File: src/rtl/upstream_memory_controller.sv
// Single-outstanding memory access controller: captures an upstream request,
// runs a fixed-latency access, then handshakes the result with a downstream processor.
module upstream_memory_controller #(
  parameter int ADDR_W  = 4,
  parameter int DATA_W  = 8,
  parameter int LATENCY = 2,
  parameter int TIMEOUT = 15
) (
  input  logic              clk,
  input  logic              rst,
  input  logic              req,
  input  logic              wr,
  input  logic [ADDR_W-1:0] addr,
  input  logic [DATA_W-1:0] wdata,
  output logic              busy,
  output logic [DATA_W-1:0] rdata,
  output logic              rvalid,
  output logic              ack,
  output logic              memwr,
  input  logic              ds_out,
  output logic              err
);

  // state   | meaning
  // IDLE    | waiting for req; only state where req is sampled
  // ACCESS  | LATENCY cycles of memory access; commit on the last one
  // NOTIFY  | ack held until ds_out accepts or the timeout aborts
  // RELEASE | waiting for ds_out to drop before returning to IDLE
  typedef enum logic [1:0] {
    IDLE    = 2'd0,
    ACCESS  = 2'd1,
    NOTIFY  = 2'd2,
    RELEASE = 2'd3
  } state_t;

  localparam logic [3:0] LAT_LAST = 4'(LATENCY - 1);
  localparam logic [7:0] TO_LAST  = 8'(TIMEOUT - 1);

  state_t              state, state_n;
  logic [3:0]          acc_cnt, acc_cnt_n;
  logic [7:0]          ntf_cnt, ntf_cnt_n;
  logic                cap_wr, cap_wr_n;
  logic [ADDR_W-1:0]   cap_addr, cap_addr_n;
  logic [DATA_W-1:0]   cap_wdata, cap_wdata_n;
  logic                busy_n, ack_n, memwr_n, rvalid_n, err_n;
  logic [DATA_W-1:0]   rdata_n;
  logic                mem_we;

  logic [DATA_W-1:0]   mem [2**ADDR_W];

  always_comb begin
    state_n     = state;
    acc_cnt_n   = acc_cnt;
    ntf_cnt_n   = ntf_cnt;
    cap_wr_n    = cap_wr;
    cap_addr_n  = cap_addr;
    cap_wdata_n = cap_wdata;
    busy_n      = busy;
    ack_n       = ack;
    memwr_n     = memwr;
    rvalid_n    = 1'b0;
    rdata_n     = rdata;
    err_n       = err;
    mem_we      = 1'b0;
    case (state)
      IDLE: begin
        if (req) begin
          state_n     = ACCESS;
          cap_wr_n    = wr;
          cap_addr_n  = addr;
          cap_wdata_n = wdata;
          busy_n      = 1'b1;
          acc_cnt_n   = 4'd0;
        end
      end
      ACCESS: begin
        if (acc_cnt == LAT_LAST) begin
          state_n   = NOTIFY;
          acc_cnt_n = 4'd0;
          ntf_cnt_n = 8'd0;
          ack_n     = 1'b1;
          memwr_n   = cap_wr;
          if (cap_wr) begin
            mem_we = 1'b1;
          end else begin
            rdata_n  = mem[cap_addr];
            rvalid_n = 1'b1;
          end
        end else begin
          acc_cnt_n = acc_cnt + 4'd1;
        end
      end
      NOTIFY: begin
        // acceptance wins over a coincident timeout
        if (ds_out) begin
          state_n   = RELEASE;
          ack_n     = 1'b0;
          memwr_n   = 1'b0;
          ntf_cnt_n = 8'd0;
        end else if (ntf_cnt == TO_LAST) begin
          state_n   = IDLE;
          ack_n     = 1'b0;
          memwr_n   = 1'b0;
          busy_n    = 1'b0;
          err_n     = 1'b1;
          ntf_cnt_n = 8'd0;
        end else begin
          ntf_cnt_n = ntf_cnt + 8'd1;
        end
      end
      RELEASE: begin
        if (!ds_out) begin
          state_n = IDLE;
          busy_n  = 1'b0;
        end
      end
      default: begin
        state_n = IDLE;
      end
    endcase
  end

  always_ff @(posedge clk) begin
    if (rst) begin
      state     <= IDLE;
      acc_cnt   <= 4'd0;
      ntf_cnt   <= 8'd0;
      cap_wr    <= 1'b0;
      cap_addr  <= '0;
      cap_wdata <= '0;
      busy      <= 1'b0;
      ack       <= 1'b0;
      memwr     <= 1'b0;
      rvalid    <= 1'b0;
      rdata     <= '0;
      err       <= 1'b0;
    end else begin
      state     <= state_n;
      acc_cnt   <= acc_cnt_n;
      ntf_cnt   <= ntf_cnt_n;
      cap_wr    <= cap_wr_n;
      cap_addr  <= cap_addr_n;
      cap_wdata <= cap_wdata_n;
      busy      <= busy_n;
      ack       <= ack_n;
      memwr     <= memwr_n;
      rvalid    <= rvalid_n;
      rdata     <= rdata_n;
      err       <= err_n;
    end
  end

  // memory contents survive reset; reset only suppresses a coincident commit
  always_ff @(posedge clk) begin
    if (!rst && mem_we) begin
      mem[cap_addr] <= cap_wdata;
    end
  end

endmodule

File: config.mk
export PLATFORM = sky130hd
export DESIGN_NAME = upstream_memory_controller
export DESIGN_NICKNAME = d
export VERILOG_FILES = /design/src/rtl/upstream_memory_controller.sv
export SDC_FILE = /design/constraint.sdc
export NUM_CORES = 1
export LEC_CHECK = 0
export BUFFER_PORTS_ARGS = -buffer_cell sky130_fd_sc_hd__clkbuf_2
export CAP_MARGIN = 20
export CELL_PAD_IN_SITES_DETAIL_PLACEMENT = 0
export CELL_PAD_IN_SITES_GLOBAL_PLACEMENT = 2
export CORE_ASPECT_RATIO = 1.5
export CORE_MARGIN = 8
export CORE_UTILIZATION = 45
export CTS_BUF_LIST = sky130_fd_sc_hd__clkbuf_16
export CTS_CLUSTER_DIAMETER = 30
export DETAILED_ROUTE_END_ITERATION = 12
export PLACE_DENSITY_LB_ADDON = 0.1
export SLEW_MARGIN = 20
export SYNTH_ARGS = -nofsm -noshare
export SYNTH_HDL_FRONTEND = slang
export SYNTH_SLANG_ARGS = --single-unit
File: constraint.sdc
create_clock -name clk -period 2.68 [get_ports clk]
set_clock_uncertainty 0.05 [all_clocks]
set_input_delay 0.536 -clock clk [delete_from_list [all_inputs] [get_ports clk]]
set_output_delay 0.536 -clock clk [all_outputs]
set_load 0.1 [all_outputs]
==> results of run 1 <==
==> synth_stat cells, drive strengths merged (2+ instances only) <==
master | instances | area share [%]
dfxtp | 40 | 12
nand4 | 3 | 0.29
and4 | 3 | 0.40
edfxtp | 128 | 59
o21ai | 7 | 0.54
a21oi | 22 | 1.7
nand3 | 3 | 0.23
a211oi | 3 | 0.34
nor3 | 5 | 0.38
nor2 | 30 | 1.7
buf | 7 | 0.69
mux4 | 32 | 11
o21bai | 2 | 0.23
mux2 | 8 | 1.4
a221o | 8 | 1.2
ha | 4 | 0.77
o31ai | 2 | 0.23
clkbuf | 10 | 0.57
nand2b | 5 | 0.48
mux2i | 9 | 1.4
a31oi | 2 | 0.19
and2 | 3 | 0.29
nor4 | 2 | 0.19
inv | 6 | 0.34
nand3b | 3 | 0.34
nand2 | 36 | 2.1
or3 | 3 | 0.29
o21a | 2 | 0.23
or4 | 2 | 0.23
==> worst min path at each step <==
stage,start,depth (start not counted),slack [ns],to
2_1_floorplan,ntf_cnt[7],2,0.40,ntf_cnt[7]
3_3_place_gp,ack,2,0.39,ack
3_5_place_dp,memwr,2,0.41,memwr
4_1_cts,addr[1],3,0.27,cap_addr[1]
5_1_grt,addr[1],3,0.27,cap_addr[1]
6_report,addr[1],3,0.28,cap_addr[1]
==> stage by stage <==
stage / util [%] / instances
global placement: 49.3 / 637
floorplan: - / 400
finish: 53.5 / 669
detailed placement: 49.3 / 637
CTS: 53.5 / 669
global route: 53.5 / 669
==> sequential cells by signal (all words and copies together) (netlist names), 2 cells and up <==
signal,cells
acc_cnt,4
cap_addr,4
cap_wdata,8
mem,128
ntf_cnt,8
rdata,8
state,2
==> routing by layer <==
layer  GRT usage, %  up-vias
met5              0        -
met4           5.41        0
met3           3.74       14
met2           29.8       69
met1           17.1     1779
li1               -     1692
==> cell type report <==
type	count	area, um2	share of cell area, %
flip-flops and latches	168	4650	60.4
multi-input cells	209	1790	23.3
clock buffers	19	475	6.18
repair buffers	58	388	5.04
well taps	196	245	3.19
clock inverters	13	126	1.64
inverters	6	22.5	0.293
==> worst min-delay path, delay by kind of cell <==
| family | cells | cell delay, ns |
|---|---|---|
| buffers and inverters | 1 | 0.08 |
| and+or+nand+nor | 1 | 0.05 |
| AOI/OAI and AO/OA | 1 | 0.05 |
==> power groups by stage <==
stage	clock network (uW)	logic [uW]	registers, uW
floorplan	0	260	3010
global placement	0	400	3000
detailed placement	0	404	3000
CTS	2490	405	2940
global route	2580	433	2950
finish	2450	397	2940
==> kinds of logic after synthesis <==
kind of cell               count (synthesis)  share of synthesized area, %
muxes                                     49                          13.8
xor gates and xnor gates                   1                         0.134
AOI/OAI and AO/OA                         53                          5.30
adders and majority gates                  4                         0.765
and+or+nand+nor                          102                          7.42
DFF                                      168                          71.0
buffers and inverters                     23                          1.61
==> metrics.csv, run 1 <==
metric;value;unit
status;finished clean;
powerDensity;752;nW/um2
portBuffers;29;
start_util;45.5;%
seqPwrFrac;50.8;%
cts-root-buf;clkbuf_16;
maxCapViolations;0;
cp_data_required_time;2.76;ns
final_common_cell;edfxtp_1;
layout_common_cells;128 x edfxtp_1, 39 x dfxtp_1, 36 x nand2_1, 32 x mux4_2, 30 x nor2_1;
preCtsSetupSlack;0.354;ns
worstMarginPinSlew;0.729;ns
die-area;18700;um2
synth_area;6540;um2
r2r_end;mem[3][7];
max_slew_margin;51.3;%
row_count;54;
p_sw;1360;uW
fin_ws;0.384;ns
holdBufCountCts;0;
clk_latency;0.42;ns
r2r_start;acc_cnt[0];
layout-drive-gt1-share;28.1;%
r2r_cells;6;
p_int;4430;uW
swShare;23.5;%
crit_fanout;6;
hold_viol;0;
cts_buffers;17;
slew_viol_final;0;
crit_start;acc_cnt[0];
finalCritPeriodShare;85.7;%
synth_edf_count;128;
gr-usage-all-layers;16.0;%
final.fill_count;1206;
area_growth;17.6;%
synth_nets;421;
drtAntennaViolNets;0;
clkSlewWorstSetupHoldPaths;0.07;ns
arrival;2.37;ns
fmax;436;MHz
fin_hold_ws;0.281;ns
cts.path.max_buffers;2;
grt_max_degree;33;
wl_met2;7.76;mm
grt-ovfl-total;0;
r2r_setup_slack;0.38;ns
cts_max_level;4;
via_per_inst;5.31;
die_width;114;um
gp_congestion;0.755;
design.final.nets;481;
routedLengthMet1;5.54;mm
slowest_stage;dfxtp_1;
rsz0062_at_grt;false;
period_needed;2.30;ns
path_depth;6;
setup_viol;0;
dr.first_iter.drc_count;145;
worst_setup_path_start_kind;register;
post-cts-setup-buffers;0;
highest_layer;met4;
dr_wl_met3;437;um
syn_inst;400;
design_area;7690;um2
cp_top_family;simple AND/OR/NAND/NOR gates;
vias;3554;
core;14400;um2
vdd_drop_max;0.410;mV
place_area;7090;um2
wl;13.9;mm
crit_type;reg2reg;
antenna_cells;0;
wl_per_cell;20.8;um
avgSynthCellArea;16.4;um2
antenna_found_initial;0;
cts_tree;built;
num_io_pins;30;
drc;0;
first_global_vias;3877;
synthDistinctLibCells;42;
path_buf_inv;1;
critPathMaxStageDelay;0.39;ns
setup.worst_path.end_class;register;
critPathCapture;mem[3][7];
cts.sinks;168;
drt-pass1-iter-count;4;
leakage;0.00257;uW
clkPwrFrac;42.4;%
crit_chain;ha_1 > nor3b_2 > and4_1 > nand3_1 > nor3_1 > buf_4;
die_h;164;um
hold_class;in2reg;
ctsResizeCount;0;
p_total;5780;uW
yosys_warnings;0;
setup_tns;0;ns
grt_pass1_wl;21.8;mm
async_flop_share;0;%
power_frac_comb;6.9;%
ys_seq_area_share;71.0;%
synth_flop_cell;edfxtp_1;
dp_hpwl;9.87;mm
ys_seq_elements;168;
No activity file was read; power rests on OpenSTA's default activity.
==> run 2, diff against run 1 <==
--- a/config.mk
+++ b/config.mk
@@ -5,13 +5,14 @@
 export SDC_FILE = /design/constraint.sdc
 export NUM_CORES = 1
 export LEC_CHECK = 0
+export ABC_AREA = 1
 export BUFFER_PORTS_ARGS = -buffer_cell sky130_fd_sc_hd__clkbuf_2
 export CAP_MARGIN = 20
 export CELL_PAD_IN_SITES_DETAIL_PLACEMENT = 0
 export CELL_PAD_IN_SITES_GLOBAL_PLACEMENT = 2
 export CORE_ASPECT_RATIO = 1.5
 export CORE_MARGIN = 8
-export CORE_UTILIZATION = 45
+export CORE_UTILIZATION = 40
 export CTS_BUF_LIST = sky130_fd_sc_hd__clkbuf_16
 export CTS_CLUSTER_DIAMETER = 30
 export DETAILED_ROUTE_END_ITERATION = 12
==> metrics.csv, run 2 <==
metric;value;unit;change
status;finished clean;;
hold_viol;0;;unchanged
synth_commonest_cells;293 x nand2_1, 128 x edfxtp_1, 75 x nor2_1;;
vias;4898;;+38%
core;17300;um2;+20%
async_flop_share;0;%;unchanged
yosysMostFrequentCell;nand2_1;;
synth_edf_count;128;;unchanged
final_common_cell;nand2_1;;
dp_hpwl;12.8;mm;+30%
power_frac_comb;20.9;%;+14 points
first_global_vias;5147;;+33%
antenna_cells;0;;unchanged
final.fill_count;1664;;+38%
wl;18.3;mm;+31%
seqPwrFrac;46.9;%;-3.9 points
design_area;7980;um2;+3.7%
crit_type;reg2reg;;
p_sw;2410;uW;+78%
max_slew_margin;36.5;%;-15 points
gr-usage-all-layers;17.8;%;+1.8 points
via_per_inst;4.96;;-6.6%
area_growth;14.1;%;
layout_common_cells;293 x nand2_1, 128 x edfxtp_1, 75 x nor2_1, 54 x nand3_1, 39 x dfxtp_1;;
design.final.nets;782;;+63%
die-area;22100;um2;+18%
worstMarginPinSlew;0.952;ns;+0.223 ns
p_total;7100;uW;+23%
preCtsSetupSlack;0.508;ns;+0.154 ns
yosys_warnings;0;;unchanged
p_int;4690;uW;+5.9%
num_io_pins;30;;unchanged
cts.sinks;168;;unchanged
synthDistinctLibCells;24;;-43%
fin_hold_ws;0.314;ns;+0.0327 ns
vdd_drop_max;0.513;mV;+25%
synth_mux_area_share;0;%;-14 points
row_count;59;;+9.3%
gp_congestion;0.829;;+9.8%
maxCapViolations;0;;unchanged
layout-drive-gt1-share;11.9;%;-16 points
powerDensity;890;nW/um2;+18%
syn_inst;719;;+80%
drc;0;;unchanged
die_width;124;um;+8.3%
rsz0062_at_grt;false;;
clkSlewWorstSetupHoldPaths;0.07;ns;about the same
grt-ovfl-total;0;;unchanged
multi_input_area;2090;um2;+17%
slew_viol_final;0;;unchanged
synth_xor_area_share;0.250;%;+0.12 points
crit_start;acc_cnt[0];;
clkPwrFrac;32.2;%;-10 points
antenna_found_initial;0;;unchanged
setup.worst_path.end_class;register;;
critPathMaxStageDelay;0.40;ns;about the same
hold_path.startpoint;wr;;
leakage;0.00323;uW;+26%
period_needed;2.17;ns;-0.127 ns
synth_top_family_by_area;simple AND/OR/NAND/NOR gates;;
arrival;2.25;ns;-0.12 ns
portBuffers;29;;unchanged
dr.first_iter.drc_count;278;;+92%
wl_per_cell;18.5;um;-11%
largest_register;mem;;
synth-simple-area-share;25.7;%;+18 points
synth_flop_cell;edfxtp_1;;
grt_max_degree;67;;+100%
setup_tns;0;ns;unchanged
place_area;7430;um2;+4.7%
cp_data_required_time;2.76;ns;about the same
avgSynthCellArea;9.73;um2;-40%
holdBufCountCts;0;;unchanged
post-cts-setup-buffers;0;;unchanged
start_util;40.5;%;-4.9 points
largest_reg_flops;128;;unchanged
fmax;461;MHz;+5.9%
cts.path.max_buffers;2;;unchanged
synth_compound_area_share;3.18;%;-2.1 points
ys_seq_area_share;66.4;%;-4.6 points
cts_tree;built;;
drt-pass1-iter-count;5;;+1
worst_setup_path_start_kind;register;;
yosys.area.top_type;edfxtp_1;;
die_h;178;um;+8.7%
synth-adder-area-share;0.715;%;-0.050 points
synth_nets;740;;+76%
synth_area;7000;um2;+7.0%
ctsResizeCount;0;;unchanged
ys_seq_elements;168;;unchanged
drtAntennaViolNets;0;;unchanged
fin_ws;0.511;ns;+0.127 ns
clk_latency;0.42;ns;about the same
register_area;4650;um2;unchanged
swShare;34.0;%;+11 points
setup_viol;0;;unchanged
r2r_start;acc_cnt[0];;
grt_pass1_wl;28.3;mm;+30%
cts-root-buf;clkbuf_16;;
cts_max_level;4;;unchanged
crit_fanout;8;;+2
crit_chain;ha_1 > nand2_1 > nor2_1 > nand3_1 > inv_1 > nand3_1 > nor2_1 > buf_4;;
yosys.area.top_type_share;54.9;%;-3.8 points
finalCritPeriodShare;80.9;%;-4.7 points
slowest_stage;dfxtp_1;;
cts_buffers;17;;unchanged
hold_class;in2reg;;
synth.area.top_cells;edfxtp_1 55%, nand2_1 16%, dfxtp_1 11%, nor2_1 4.0%, nand3_1 3.9%;;
[run 2: critical path, delay by kind of cell, from the launching register on]
family                     cells  cell delay [ns]
buffers and inverters          2             0.33
adders and majority gates      1             0.17
DFF                            1             0.40
and+or+nand+nor                5             0.92
[run 2: final timing paths]
| path | end | depth (start not counted) | slack (ns) |
|---|---|---|---|
| setup / recovery | mem[15][6] | 8 | 0.51 |
| hold / removal | cap_wr | 3 | 0.31 |
| setup reg to reg | mem[15][6] | 8 | 0.51 |
| hold reg to reg | ack | 2 | 0.43 |
[run 2: through the flow]
step,util [%],instances
2_1_floorplan,-,719
3_3_place_gp,43.0,955
3_5_place_dp,43.0,955
4_1_cts,46.2,987
5_1_grt,46.2,987
6_report,46.2,987
[run 2: logic make-up after synthesis]
kind of cell / count (synthesis)
AO/OA/AOI/OAI: 44
XOR/XNOR: 2
adder cells (fa/ha/maj): 4
buffers and inverters: 58
flip-flops: 168
AND/OR/NAND/NOR: 443
[run 2: power by group through the flow]
| stage | logic, uW | registers, uW | clock network, uW |
|---|---|---|---|
| after floorplan | 961 | 3380 | 0 |
| after global placement | 1510 | 3400 | 0 |
| after detailed placement | 1510 | 3400 | 0 |
| after CTS | 1510 | 3340 | 2330 |
| after global routing | 1670 | 3360 | 2430 |
| final | 1480 | 3330 | 2290 |
[run 2: layout make-up]
cell class	count	area share, %
clock inverter	15	1.61
timing repair buffer	52	3.98
multi-input combinational	493	26.2
inverter	29	1.36
clock buffer	17	5.33
tap	213	3.34
sequential	168	58.2
[run 2: metal layers]
| layer | wire [um] | GRT usage, % | up-vias |
|---|---|---|---|
| met5 | 0 | 0 | - |
| met4 | 250 | 7.42 | 0 |
| met3 | 906 | 3.26 | 15 |
| met2 | 10600 | 34.7 | 106 |
| met1 | 6500 | 17.5 | 2306 |
| li1 | - | - | 2471 |
==> run 3, diff against run 2 <==
--- a/config.mk
+++ b/config.mk
@@ -5,14 +5,14 @@
 export SDC_FILE = /design/constraint.sdc
 export NUM_CORES = 1
 export LEC_CHECK = 0
-export ABC_AREA = 1
+export ABC_AREA = 0
 export BUFFER_PORTS_ARGS = -buffer_cell sky130_fd_sc_hd__clkbuf_2
 export CAP_MARGIN = 20
 export CELL_PAD_IN_SITES_DETAIL_PLACEMENT = 0
 export CELL_PAD_IN_SITES_GLOBAL_PLACEMENT = 2
 export CORE_ASPECT_RATIO = 1.5
 export CORE_MARGIN = 8
-export CORE_UTILIZATION = 40
+export CORE_UTILIZATION = 41
 export CTS_BUF_LIST = sky130_fd_sc_hd__clkbuf_16
 export CTS_CLUSTER_DIAMETER = 30
 export DETAILED_ROUTE_END_ITERATION = 12
==> constraint.sdc (replaced) <==
create_clock -name clk -period 1.95 [get_ports clk]
set_clock_uncertainty 0.05 [all_clocks]
set_input_delay 0.39 -clock clk [delete_from_list [all_inputs] [get_ports clk]]
set_output_delay 0.39 -clock clk [all_outputs]
set_load 0.1 [all_outputs]
==> metrics.csv, run 3 (synthesis results as in run 1) <==
metric;value;unit;change
fin_hold_ws;0.130;ns;-0.184 ns
crit_fanout;5;;-3
first_global_vias;3950;;-23%
final_common_cell;edfxtp_1;;
wl_per_cell;20.4;um;+10%
finalCritPeriodShare;98.6;%;+18 points
hold_path.startpoint;wdata[1];;
rsz0062_at_grt;true;;
cts_tree;built;;
hold_class;in2reg;;
cp_data_required_time;2.03;ns;-0.73 ns
grt-ovfl-total;0;;unchanged
max_slew_margin;59.7;%;+23 points
setup.worst_path.end_class;register;;
clk_latency;0.42;ns;about the same
worstMarginPinSlew;0.603;ns;-0.348 ns
preCtsSetupSlack;0.0171;ns;-0.491 ns
clkPwrFrac;41.6;%;+9.4 points
start_util;41.9;%;+1.4 points
cts.path.max_buffers;2;;unchanged
die-area;20300;um2;-7.8%
seqPwrFrac;50.3;%;+3.4 points
num_io_pins;30;;unchanged
layout-drive-gt1-share;34.3;%;+22 points
r2r_cells;7;;-1
via_per_inst;5.24;;+5.5%
gp_congestion;0.746;;-10%
multi_input_area;1860;um2;-11%
setup_tns;0;ns;unchanged
wl;14.2;mm;-22%
grtUsageMet1;15.8;%;-1.8 points
grt_busiest_layer;met2;;
die_width;119;um;-3.9%
antenna_cells;0;;unchanged
setup_viol;0;;unchanged
drc;0;;unchanged
cts-root-buf;clkbuf_16;;
die_h;171;um;-4.1%
area_growth;22.8;%;
holdPathEnd;cap_wdata[1];;
dr.first_iter.drc_count;222;;-20%
drt-pass1-iter-count;4;;-1
portBuffers;29;;unchanged
worst_setup_path_start_kind;register;;
fmax;520;MHz;+13%
layout_common_cells;128 x edfxtp_1, 36 x nand2_1, 36 x dfxtp_1, 35 x buf_4, 32 x mux4_2;;
largest_reg_flops;128;;unchanged
use_met3;3.56;%;+0.30 points
hold_viol;0;;unchanged
core;15600;um2;-9.5%
row_count;56;;-5.1%
period_needed;1.92;ns;-0.247 ns
use_met2;28.1;%;-6.6 points
powerDensity;994;nW/um2;+12%
vdd_drop_max;0.472;mV;-8.0%
design.final.nets;501;;-36%
crit_start;acc_cnt[1];;
p_sw;1920;uW;-21%
vias;3645;;-26%
min_path_cells;3;;unchanged
leakage;0.00270;uW;-16%
gr-usage-all-layers;14.7;%;-3.0 points
drtAntennaViolNets;0;;unchanged
post-cts-setup-buffers;0;;unchanged
cts_max_level;4;;unchanged
status;finished clean;;
dp_hpwl;9.90;mm;-23%
slew_viol_final;0;;unchanged
cts.sinks;168;;unchanged
p_int;6070;uW;+30%
power_frac_comb;8.1;%;-13 points
register_area;4650;um2;+0.13%
r2r_setup_slack;0.03;ns;-0.48 ns
clkSlewWorstSetupHoldPaths;0.07;ns;about the same
grt_pass1_wl;22.4;mm;-21%
antenna_found_initial;0;;unchanged
arrival;2.00;ns;-0.25 ns
swShare;24.0;%;-10 points
r2r_start;acc_cnt[1];;
largest_register;mem;;
maxCapViolations;0;;unchanged
final.fill_count;1317;;-21%
cts_buffers;17;;unchanged
r2r_end;mem[2][4];;
fin_ws;0.0280;ns;-0.483 ns
grt_max_degree;30;;-55%
crit_type;reg2reg;;
==> run 3: changes by cell type in the layout (fill, tap and decap cells not counted), moves of 9 or more <==
cell,before,now
nand2_1,293,36
nand3_1,54,2
nor2_1,75,24
mux4_2,0,32
inv_1,26,5
o21ai_0,26,6
buf_4,23,35
buf_12,0,9
mux2i_1,0,9
nand4_1,12,3
==> run 3: stage by stage <==
stage                     power, uW  utilization [%]  area, um2  cells
after floorplan                4500                -       6590    400
after global placement         4740             47.3       7390    663
after detailed placement       4740             47.3       7390    663
after CTS                      8060             51.0       7980    695
after global routing           8270             51.4       8030    696
final                          7990             51.4       8030    696
==> run 3: cell type report <==
| class | instances | share of cell area (%) |
|---|---|---|
| clock buffer | 18 | 5.61 |
| tap | 203 | 3.16 |
| inverter | 6 | 0.280 |
| sequential | 168 | 57.9 |
| timing repair buffer | 78 | 8.19 |
| multi-input combinational | 209 | 23.1 |
| clock inverter | 14 | 1.70 |
==> run 3: worst max-delay path by stage <==
stage	to	slack, ns
4_1_cts	mem[2][0]	0.001
6_report	mem[2][4]	0.03
2_1_floorplan	mem[6][0]	-0.08
5_1_grt	mem[2][0]	-0.03
3_5_place_dp	mem[3][7]	0.02
3_3_place_gp	mem[3][7]	0.02
==> run 3: timing repair <==
action,4_1_cts,5_1_grt
gates resized for setup,1,10
endpoints found under the setup margin,3,45
cloned,0,1
pin swaps,0,2
hold buffers,0,0
==> run 3: power groups by stage <==
stage / logic (uW) / registers (uW) / clock network (uW)
2_1_floorplan: 367 / 4130 / 0
6_report: 645 / 4020 / 3330
3_5_place_dp: 642 / 4100 / 0
5_1_grt: 705 / 4030 / 3530
3_3_place_gp: 645 / 4090 / 0
4_1_cts: 644 / 4020 / 3400
==> run 3: critical path: stages (launching register included) <==
cell      delay [ns]
dfxtp_2         0.32
inv_2           0.06
ha_4            0.11
nor3b_4         0.18
and4_4          0.29
nand3b_1        0.20
nor3_2          0.23
buf_4           0.19
==> run 3: metal layers <==
| layer | share of wire, % | wire [um] |
|---|---|---|
| met5 | 0 | 0 |
| met4 | 1.1 | 152 |
| met3 | 3.4 | 477 |
| met2 | 57 | 8140 |
| met1 | 38 | 5460 |
